**src/rtl/lc3_decode_pkg.sv**
```systemverilog
// Shared types and encodings for the LC3 decode stage.
//   opcode_t     : 4-bit LC3 opcode (IR[15:12])
//   e_control_t  : 6-bit execute control word {alu, pcselect1, pcselect2, op2select}
//   *_ALU/PC1/PC2/OP2/WB constants : field encodings used by the decoder
package lc3_decode_pkg;

  localparam int unsigned OPCODE_W = 4;
  localparam int unsigned ECTRL_W  = 6;
  localparam int unsigned WCTRL_W  = 2;
  localparam int unsigned ALU_W    = 2;
  localparam int unsigned PC1_W    = 2;

  typedef enum logic [OPCODE_W-1:0] {
    OP_BR   = 4'b0000,
    OP_ADD  = 4'b0001,
    OP_LD   = 4'b0010,
    OP_ST   = 4'b0011,
    OP_JSR  = 4'b0100,
    OP_AND  = 4'b0101,
    OP_LDR  = 4'b0110,
    OP_STR  = 4'b0111,
    OP_RTI  = 4'b1000,
    OP_NOT  = 4'b1001,
    OP_LDI  = 4'b1010,
    OP_STI  = 4'b1011,
    OP_JMP  = 4'b1100,
    OP_RES  = 4'b1101,
    OP_LEA  = 4'b1110,
    OP_TRAP = 4'b1111
  } opcode_t;

  // ALU operation select
  localparam logic [ALU_W-1:0] ALU_ADD = 2'b00;
  localparam logic [ALU_W-1:0] ALU_AND = 2'b01;
  localparam logic [ALU_W-1:0] ALU_NOT = 2'b10;

  // Address adder operand 1: sign-extended offset field or zero
  localparam logic [PC1_W-1:0] PC1_OFF11 = 2'b00;
  localparam logic [PC1_W-1:0] PC1_OFF9  = 2'b01;
  localparam logic [PC1_W-1:0] PC1_OFF6  = 2'b10;
  localparam logic [PC1_W-1:0] PC1_ZERO  = 2'b11;

  // Address adder operand 2: next PC or base register
  localparam logic PC2_NPC  = 1'b1;
  localparam logic PC2_VSR1 = 1'b0;

  // ALU second operand: register or imm5
  localparam logic OP2_VSR2 = 1'b1;
  localparam logic OP2_IMM5 = 1'b0;

  // Writeback source select
  localparam logic [WCTRL_W-1:0] WB_ALU   = 2'b00;
  localparam logic [WCTRL_W-1:0] WB_MEM   = 2'b01;
  localparam logic [WCTRL_W-1:0] WB_PCREL = 2'b10;

  typedef struct packed {
    logic [ALU_W-1:0] alu_control;
    logic [PC1_W-1:0] pcselect1;
    logic             pcselect2;
    logic             op2select;
  } e_control_t;

  // Assemble an execute control word from its fields.
  function automatic e_control_t mk_e(input logic [ALU_W-1:0] alu,
                                      input logic [PC1_W-1:0] pc1,
                                      input logic             pc2,
                                      input logic             op2);
    e_control_t e;
    e.alu_control = alu;
    e.pcselect1   = pc1;
    e.pcselect2   = pc2;
    e.op2select   = op2;
    return e;
  endfunction

endpackage

```
**src/rtl/lc3_decode_ctrl.sv**
```systemverilog
// Combinational opcode decoder for the LC3 decode stage.
//   opcode_i    : instruction opcode (IR[15:12])
//   imm_sel_i   : IR[5], selects imm5 vs. register form for ADD/AND
//   e_ctrl_c_o  : execute control word
//   w_ctrl_c_o  : writeback source select
//   mem_ctrl_c_o: indirect memory access (LDI/STI)
//   illegal_c_o : opcode not supported by this core
module lc3_decode_ctrl
  import lc3_decode_pkg::*;
(
  input  opcode_t                  opcode_i,
  input  logic                     imm_sel_i,
  output e_control_t               e_ctrl_c_o,
  output logic [WCTRL_W-1:0]       w_ctrl_c_o,
  output logic                     mem_ctrl_c_o,
  output logic                     illegal_c_o
);

  logic op2_sel;

  // IR[5]=1 means immediate form, so the ALU takes imm5 instead of VSR2.
  assign op2_sel = imm_sel_i ? OP2_IMM5 : OP2_VSR2;

  // Opcode -> control words; unsupported opcodes leave every word at zero.
  always_comb begin
    e_ctrl_c_o   = mk_e(ALU_ADD, PC1_OFF11, PC2_VSR1, OP2_IMM5);
    w_ctrl_c_o   = WB_ALU;
    mem_ctrl_c_o = 1'b0;
    illegal_c_o  = 1'b0;
    case (opcode_i)
      OP_ADD: e_ctrl_c_o = mk_e(ALU_ADD, PC1_OFF11, PC2_VSR1, op2_sel);
      OP_AND: e_ctrl_c_o = mk_e(ALU_AND, PC1_OFF11, PC2_VSR1, op2_sel);
      OP_NOT: e_ctrl_c_o = mk_e(ALU_NOT, PC1_OFF11, PC2_VSR1, OP2_IMM5);
      OP_BR,
      OP_ST:  e_ctrl_c_o = mk_e(ALU_ADD, PC1_OFF9, PC2_NPC, OP2_IMM5);
      OP_LD: begin
        e_ctrl_c_o = mk_e(ALU_ADD, PC1_OFF9, PC2_NPC, OP2_IMM5);
        w_ctrl_c_o = WB_MEM;
      end
      OP_LDI: begin
        e_ctrl_c_o   = mk_e(ALU_ADD, PC1_OFF9, PC2_NPC, OP2_IMM5);
        w_ctrl_c_o   = WB_MEM;
        mem_ctrl_c_o = 1'b1;
      end
      OP_STI: begin
        e_ctrl_c_o   = mk_e(ALU_ADD, PC1_OFF9, PC2_NPC, OP2_IMM5);
        mem_ctrl_c_o = 1'b1;
      end
      OP_LEA: begin
        e_ctrl_c_o = mk_e(ALU_ADD, PC1_OFF9, PC2_NPC, OP2_IMM5);
        w_ctrl_c_o = WB_PCREL;
      end
      OP_LDR: begin
        e_ctrl_c_o = mk_e(ALU_ADD, PC1_OFF6, PC2_VSR1, OP2_IMM5);
        w_ctrl_c_o = WB_MEM;
      end
      OP_STR: e_ctrl_c_o = mk_e(ALU_ADD, PC1_OFF6, PC2_VSR1, OP2_IMM5);
      OP_JMP: e_ctrl_c_o = mk_e(ALU_ADD, PC1_ZERO, PC2_VSR1, OP2_IMM5);
      default: illegal_c_o = 1'b1;
    endcase
  end

endmodule

```
**src/rtl/lc3_decode.sv**
```systemverilog
// LC3 pipeline decode stage: captures the fetched instruction, next PC and
// condition codes when enabled and registers the downstream control words.
//   clock, reset      : rising-edge clock, async active-high reset
//   enable_decode     : capture/decode enable
//   instr_dout        : instruction word from instruction memory
//   npc_in, psr       : PC+1 from fetch, current NZP codes
//   IR, npc_out, psr_out            : registered instruction/PC/NZP
//   E_Control, W_Control, Mem_Control: registered stage controls
//   decode_valid      : registered enable_decode
//   illegal_op        : last captured opcode is unsupported
module lc3_decode
  import lc3_decode_pkg::*;
#(
  parameter int unsigned INSTR_W = 16,
  parameter int unsigned PSR_W   = 3
) (
  input  logic                clock,
  input  logic                reset,
  input  logic                enable_decode,
  input  logic [INSTR_W-1:0]  instr_dout,
  input  logic [INSTR_W-1:0]  npc_in,
  input  logic [PSR_W-1:0]    psr,
  output logic [INSTR_W-1:0]  IR,
  output logic [INSTR_W-1:0]  npc_out,
  output logic [PSR_W-1:0]    psr_out,
  output logic [ECTRL_W-1:0]  E_Control,
  output logic [WCTRL_W-1:0]  W_Control,
  output logic                Mem_Control,
  output logic                decode_valid,
  output logic                illegal_op
);

  opcode_t              opcode;
  e_control_t           e_ctrl;
  logic [WCTRL_W-1:0]   w_ctrl;
  logic                 mem_ctrl;
  logic                 illegal;

  logic [INSTR_W-1:0]   ir_q, ir_d;
  logic [INSTR_W-1:0]   npc_q, npc_d;
  logic [PSR_W-1:0]     psr_q, psr_d;
  e_control_t           e_q, e_d;
  logic [WCTRL_W-1:0]   w_q, w_d;
  logic                 mem_q, mem_d;
  logic                 valid_q, valid_d;
  logic                 illegal_q, illegal_d;

  assign opcode = opcode_t'(instr_dout[INSTR_W-1 -: OPCODE_W]);

  lc3_decode_ctrl u_ctrl (
    .opcode_i     (opcode),
    .imm_sel_i    (instr_dout[5]),
    .e_ctrl_c_o   (e_ctrl),
    .w_ctrl_c_o   (w_ctrl),
    .mem_ctrl_c_o (mem_ctrl),
    .illegal_c_o  (illegal)
  );

  // Capture on enable, otherwise hold; valid simply tracks the enable.
  always_comb begin
    ir_d      = ir_q;
    npc_d     = npc_q;
    psr_d     = psr_q;
    e_d       = e_q;
    w_d       = w_q;
    mem_d     = mem_q;
    illegal_d = illegal_q;
    valid_d   = enable_decode;
    if (enable_decode) begin
      ir_d      = instr_dout;
      npc_d     = npc_in;
      psr_d     = psr;
      e_d       = e_ctrl;
      w_d       = w_ctrl;
      mem_d     = mem_ctrl;
      illegal_d = illegal;
    end
  end

  // Stage registers.
  always_ff @(posedge clock or posedge reset) begin
    if (reset) begin
      ir_q      <= '0;
      npc_q     <= '0;
      psr_q     <= '0;
      e_q       <= '0;
      w_q       <= '0;
      mem_q     <= 1'b0;
      valid_q   <= 1'b0;
      illegal_q <= 1'b0;
    end else begin
      ir_q      <= ir_d;
      npc_q     <= npc_d;
      psr_q     <= psr_d;
      e_q       <= e_d;
      w_q       <= w_d;
      mem_q     <= mem_d;
      valid_q   <= valid_d;
      illegal_q <= illegal_d;
    end
  end

  assign IR           = ir_q;
  assign npc_out      = npc_q;
  assign psr_out      = psr_q;
  assign E_Control    = e_q;
  assign W_Control    = w_q;
  assign Mem_Control  = mem_q;
  assign decode_valid = valid_q;
  assign illegal_op   = illegal_q;

endmodule

```
**config.mk**
```make
export PLATFORM = sky130hd
export DESIGN_NAME = lc3_decode
export DESIGN_NICKNAME = d
export VERILOG_FILES = /design/src/rtl/lc3_decode_pkg.sv /design/src/rtl/lc3_decode_ctrl.sv /design/src/rtl/lc3_decode.sv
export SDC_FILE = /design/constraint.sdc
export NUM_CORES = 1
export LEC_CHECK = 0
export CAP_MARGIN = 10
export CORE_AREA = 3 3 71 73
export DETAILED_ROUTE_END_ITERATION = 10
export DIE_AREA = 0 0 74 76
export GPL_TIMING_DRIVEN = 0
export PLACE_DENSITY = 0.8
export SYNTH_ARGS = -nofsm -noshare
export SYNTH_HDL_FRONTEND = slang
export SYNTH_SLANG_ARGS = --single-unit
```
**constraint.sdc**
```tcl
create_clock -name clock -period 1.44 [get_ports clock]
set_clock_uncertainty 0.1 [all_clocks]
set_input_delay 0.144 -clock clock [delete_from_list [all_inputs] [get_ports clock]]
set_output_delay 0.144 -clock clock [all_outputs]
set_load 0.02 [all_outputs]
```
==> impl_summary.txt <==
----------------------------------------------------
[Status]
  Run status ... completed

[Logic synthesis]
  Number of register bits inferred by synthesis ... 46
  EDFF count, synth ... 0
  Count of cell types in the netlist ... 25
  Cell accounting for the most synthesized area ... sky130_fd_sc_hd__dfrtp_1
  Synthesized instance count ... 127
  Number of synthesis warnings ... 0
  Mean instance size in the synthesized netlist ... roughly 14 µm²
  Number of nets in the synthesized netlist ... approximately 170
  Share of flip-flops with an asynchronous set or reset ... 1.00
  Portion of the post-synthesis area used by sequential elements ... 0.632
  Share of the synthesized area in the top cell type ... 0.632
  Top area cells in the synthesized netlist ... sky130_fd_sc_hd__dfrtp_1, sky130_fd_sc_hd__mux2_2, sky130_fd_sc_hd__inv_1
  Area of the mapped netlist ... about 1800 µm²
  Synth Flop Type ... sky130_fd_sc_hd__dfrtp_1

[STA]
  Rel. slew slack ... 0.725
  Max Clock Freq ... 774 MHz
  Pins Over Slew Limit ... 0
  Transition time at the pin with the least slew margin ... 0.412 ns
  Number of endpoints with negative hold slack in the final report ... 0
  Tightest hold margin ... 0.0492 ns
  Crit path time final ... 1.29 ns
  Setup-violating endpoint count in the final report ... 0
  Period Utilization, post-route ... 0.897
  Accumulated negative setup slack ... 0 ns
  Unrepaired setup endpoints after global routing ... false

[Clock tree]
  CTS max path bufs ... 2
  Post-cts gate resize count ... 46
  TritonCTS clock tree ... built
  Number of hold buffers added after CTS ... 0
  H-tree Lvls ... 2
  Clock-pin slew on the worst setup and hold paths ... about 0.080 ns
  Number of buffers added for setup after CTS ... 0
  TritonCTS Buffers ... 5
  Clock Sinks ... 46
  Clock insertion delay at the later pin of the skew report ... roughly 0.30 ns
  Root buffer selected by CTS ... sky130_fd_sc_hd__clkbuf_8

[Pwr]
  Power density over the cells ... 1070 nW/µm²
  Final Power ... 2.97 mW
  Maximum VDD drop ... about 0.65 mV
  Internal portion of total power ... 2.17 mW
  Logic gate share of total power ... 0.216
  Leak Pwr ... 1.28 nW
  Proportion of power drawn by flip-flops and latches ... 0.491
  Power share of the clock group ... 0.293
  Switch share ... 0.271
  Net switching power ... 0.805 mW

[Critical path]
  Crit. End Element ... flip-flop
  FF-to-FF setup slack ... 0.57 ns
  Slowest stage cell, crit path ... sky130_fd_sc_hd__clkdlybuf4s50_1
  Critical-path cell list ... clkdlybuf4s50_1, buf_6, buf_2, mux2_2
  Destination of the critical timing path ... npc_out[7]
  Cell family with the largest share of critical-path delay ... buffers and inverters
  Reg2reg start ... IR[3]
  Critical path startpoint category ... input pin
  CP Depth ... 4
  Delay of the slowest critical-path stage ... 0.49 ns
  Reg-to-Reg End ... IR[3]
  Arrival time at the worst endpoint ... 1.38 ns
  Largest driver fanout on the critical path ... 10
  Data required, critical path ... 1.53 ns
  Path depth of the worst reg2reg path ... 1
  Kind of critical path ... input pin to flip-flop
  Worst setup path startpoint ... enable_decode
  Bufs and invs on worst path ... 3

[Routing]
  Number of nets with antenna violations after detailed routing ... 0
  Detailed-route wire length per cell ... 14.8 µm
  Detailed-router iteration count before antenna repair ... 4
  Final wirelength ... approximately 4000 µm
  DRC violations left ... 0
  Number of vias per cell ... 4.73
  Number of violations reported at the end of detailed-routing iteration 0 ... 34
  Total number of vias ... 1,277

[Finish]
  Fraction of the core area covered by cells at the end of the flow ... 0.628
  Growth of design area from synthesis to finish ... 52.4%
  Number of nets in the final layout ... about 260
  Fraction of final layout cells with drive strength greater than 1 ... 0.257
  Filler cell count in the final layout ... 381
  Number of diodes added for antenna fixing ... 0
  Final Cell Area ... 2770 µm²

[Global route]
  Aggregate global routing overflow ... 0
  Global-route wire length before repair ... 6600 µm
  Tot GR Track Use ... 0.155
  Number of antenna violations at the first check in global routing ... 0
  Maximum number of pins on one net before global-route repair ... 29
  Vias in the first global route ... between 1,000 and 1,500

[Placement]
  Weighted congestion reported at the end of routability-driven placement ... 0.652
  Placement-stage cell area ... 2730 µm²
  HPWL after detailed placement ... 2990 µm
  Number of buffer cells added on primary ports ... between 80 and 90

[Die]
  Starting density of the core ... 0.412
  Die height ... 76 µm
  Die area ... ~5600 µm²
  Standard cell core area ... 4410 µm²
  Ports ... 84
  Floorplan die width ... 74 µm
  Total number of placement rows ... 24

[Min path]
  Worst Hold Class ... input pin to asynchronous set/reset pin

[Run]
  Number of violations of the max-capacitance limit ... 0

----------------------------------------------------
[routing by layer]
layer	part of all wire	global-route usage	vias to the layer above
met1	0.41	0.193	601
met4	0.018	0.0634	0
met5	0	0	-
met2	0.47	0.226	51
li1	-	-	619
met3	0.11	0.0778	6
[power by group through the flow]
| stage | clock network, mW | logic (mW) | registers [mW] |
|---|---|---|---|
| floorplan | 0 | 0.190 | 1.64 |
| global placement | 0 | 0.724 | 1.49 |
| detailed placement | 0 | 0.739 | 1.49 |
| CTS | 0.904 | 0.655 | 1.46 |
| global route | 0.961 | 0.692 | 1.48 |
| finish | 0.870 | 0.642 | 1.46 |
[kinds of logic (layout without fill, tap and decap cells)]
| family | after synthesis | count (layout) | share of synthesized area |
|---|---|---|---|
| AO/OA/AOI/OAI | 12 | 12 | 0.0392 |
| XOR/XNOR | 1 | 1 | 0.00481 |
| buffers and inverters | 15 | 106 | 0.0426 |
| flip-flops | 46 | 46 | 0.632 |
| multiplexers | 37 | 37 | 0.228 |
| AND/OR/NAND/NOR | 16 | 16 | 0.0529 |
[state kept, by name (all words and copies together) (netlist names)]
register,count
IR,16
W_Control,2
E_Control,6
decode_valid,1
illegal_op,1
Mem_Control,1
psr_out,3
npc_out,16
[cells in the mapped netlist, types with 2 or more instances]
| library cell | count |
|---|---|
| sky130_fd_sc_hd__dfrtp_1 | 46 |
| sky130_fd_sc_hd__mux2_2 | 36 |
| sky130_fd_sc_hd__inv_1 | 7 |
| sky130_fd_sc_hd__buf_2 | 5 |
| sky130_fd_sc_hd__nand2_1 | 4 |
| sky130_fd_sc_hd__o21ai_0 | 4 |
| sky130_fd_sc_hd__a21oi_1 | 3 |
| sky130_fd_sc_hd__nor2_1 | 3 |
| sky130_fd_sc_hd__buf_6 | 2 |
| sky130_fd_sc_hd__o22ai_1 | 2 |
[stage by stage]
stage	std cells	setup slack, ns
after CTS	270	0.128
final	270	0.148
after detailed placement	262	-0.188
after floorplan	127	0.108
after global routing	270	0.0870
after global placement	261	-0.802
[how the worst min path moves through the flow]
stage | from | slack [ns] | end | cells past startpoint
after global routing | reset | 0.07 | IR[6] | 2
final | reset | 0.05 | Mem_Control | 2
after CTS | reset | 0.05 | IR[14] | 2
after floorplan | enable_decode | 0.08 | decode_valid | 0
after global placement | E_Control[2] | 0.36 | E_Control[2] | 1
after detailed placement | E_Control[2] | 0.37 | E_Control[2] | 1
[placed cells by master, fill, tap and decap left out, types with 2 or more instances in the layout]
| master | instances |
|---|---|
| sky130_fd_sc_hd__clkdlybuf4s50_1 | 36 |
| sky130_fd_sc_hd__buf_2 | 5 |
| sky130_fd_sc_hd__dfrtp_1 | 46 |
| sky130_fd_sc_hd__clkbuf_8 | 7 |
| sky130_fd_sc_hd__nand2_1 | 4 |
| sky130_fd_sc_hd__o22ai_1 | 2 |
| sky130_fd_sc_hd__buf_6 | 2 |
| sky130_fd_sc_hd__nor2_1 | 3 |
| sky130_fd_sc_hd__inv_1 | 6 |
| sky130_fd_sc_hd__a21oi_1 | 3 |
| sky130_fd_sc_hd__o21ai_0 | 4 |
| sky130_fd_sc_hd__dlygate4sd2_1 | 46 |
| sky130_fd_sc_hd__mux2_2 | 36 |
[layout make-up]
class,count,area (µm²),share of cell area
flip-flops and latches,46,1150,0.415
repair buffers,83,783,0.282
clock inverters,1,8.76,0.00316
well taps,52,65.1,0.0235
multi-input cells,66,592,0.213
clock buffers,7,96.3,0.0347
plain buffers,8,51.3,0.0185
inverters,7,26.3,0.00947
No activity file was read; power rests on OpenSTA's default activity.
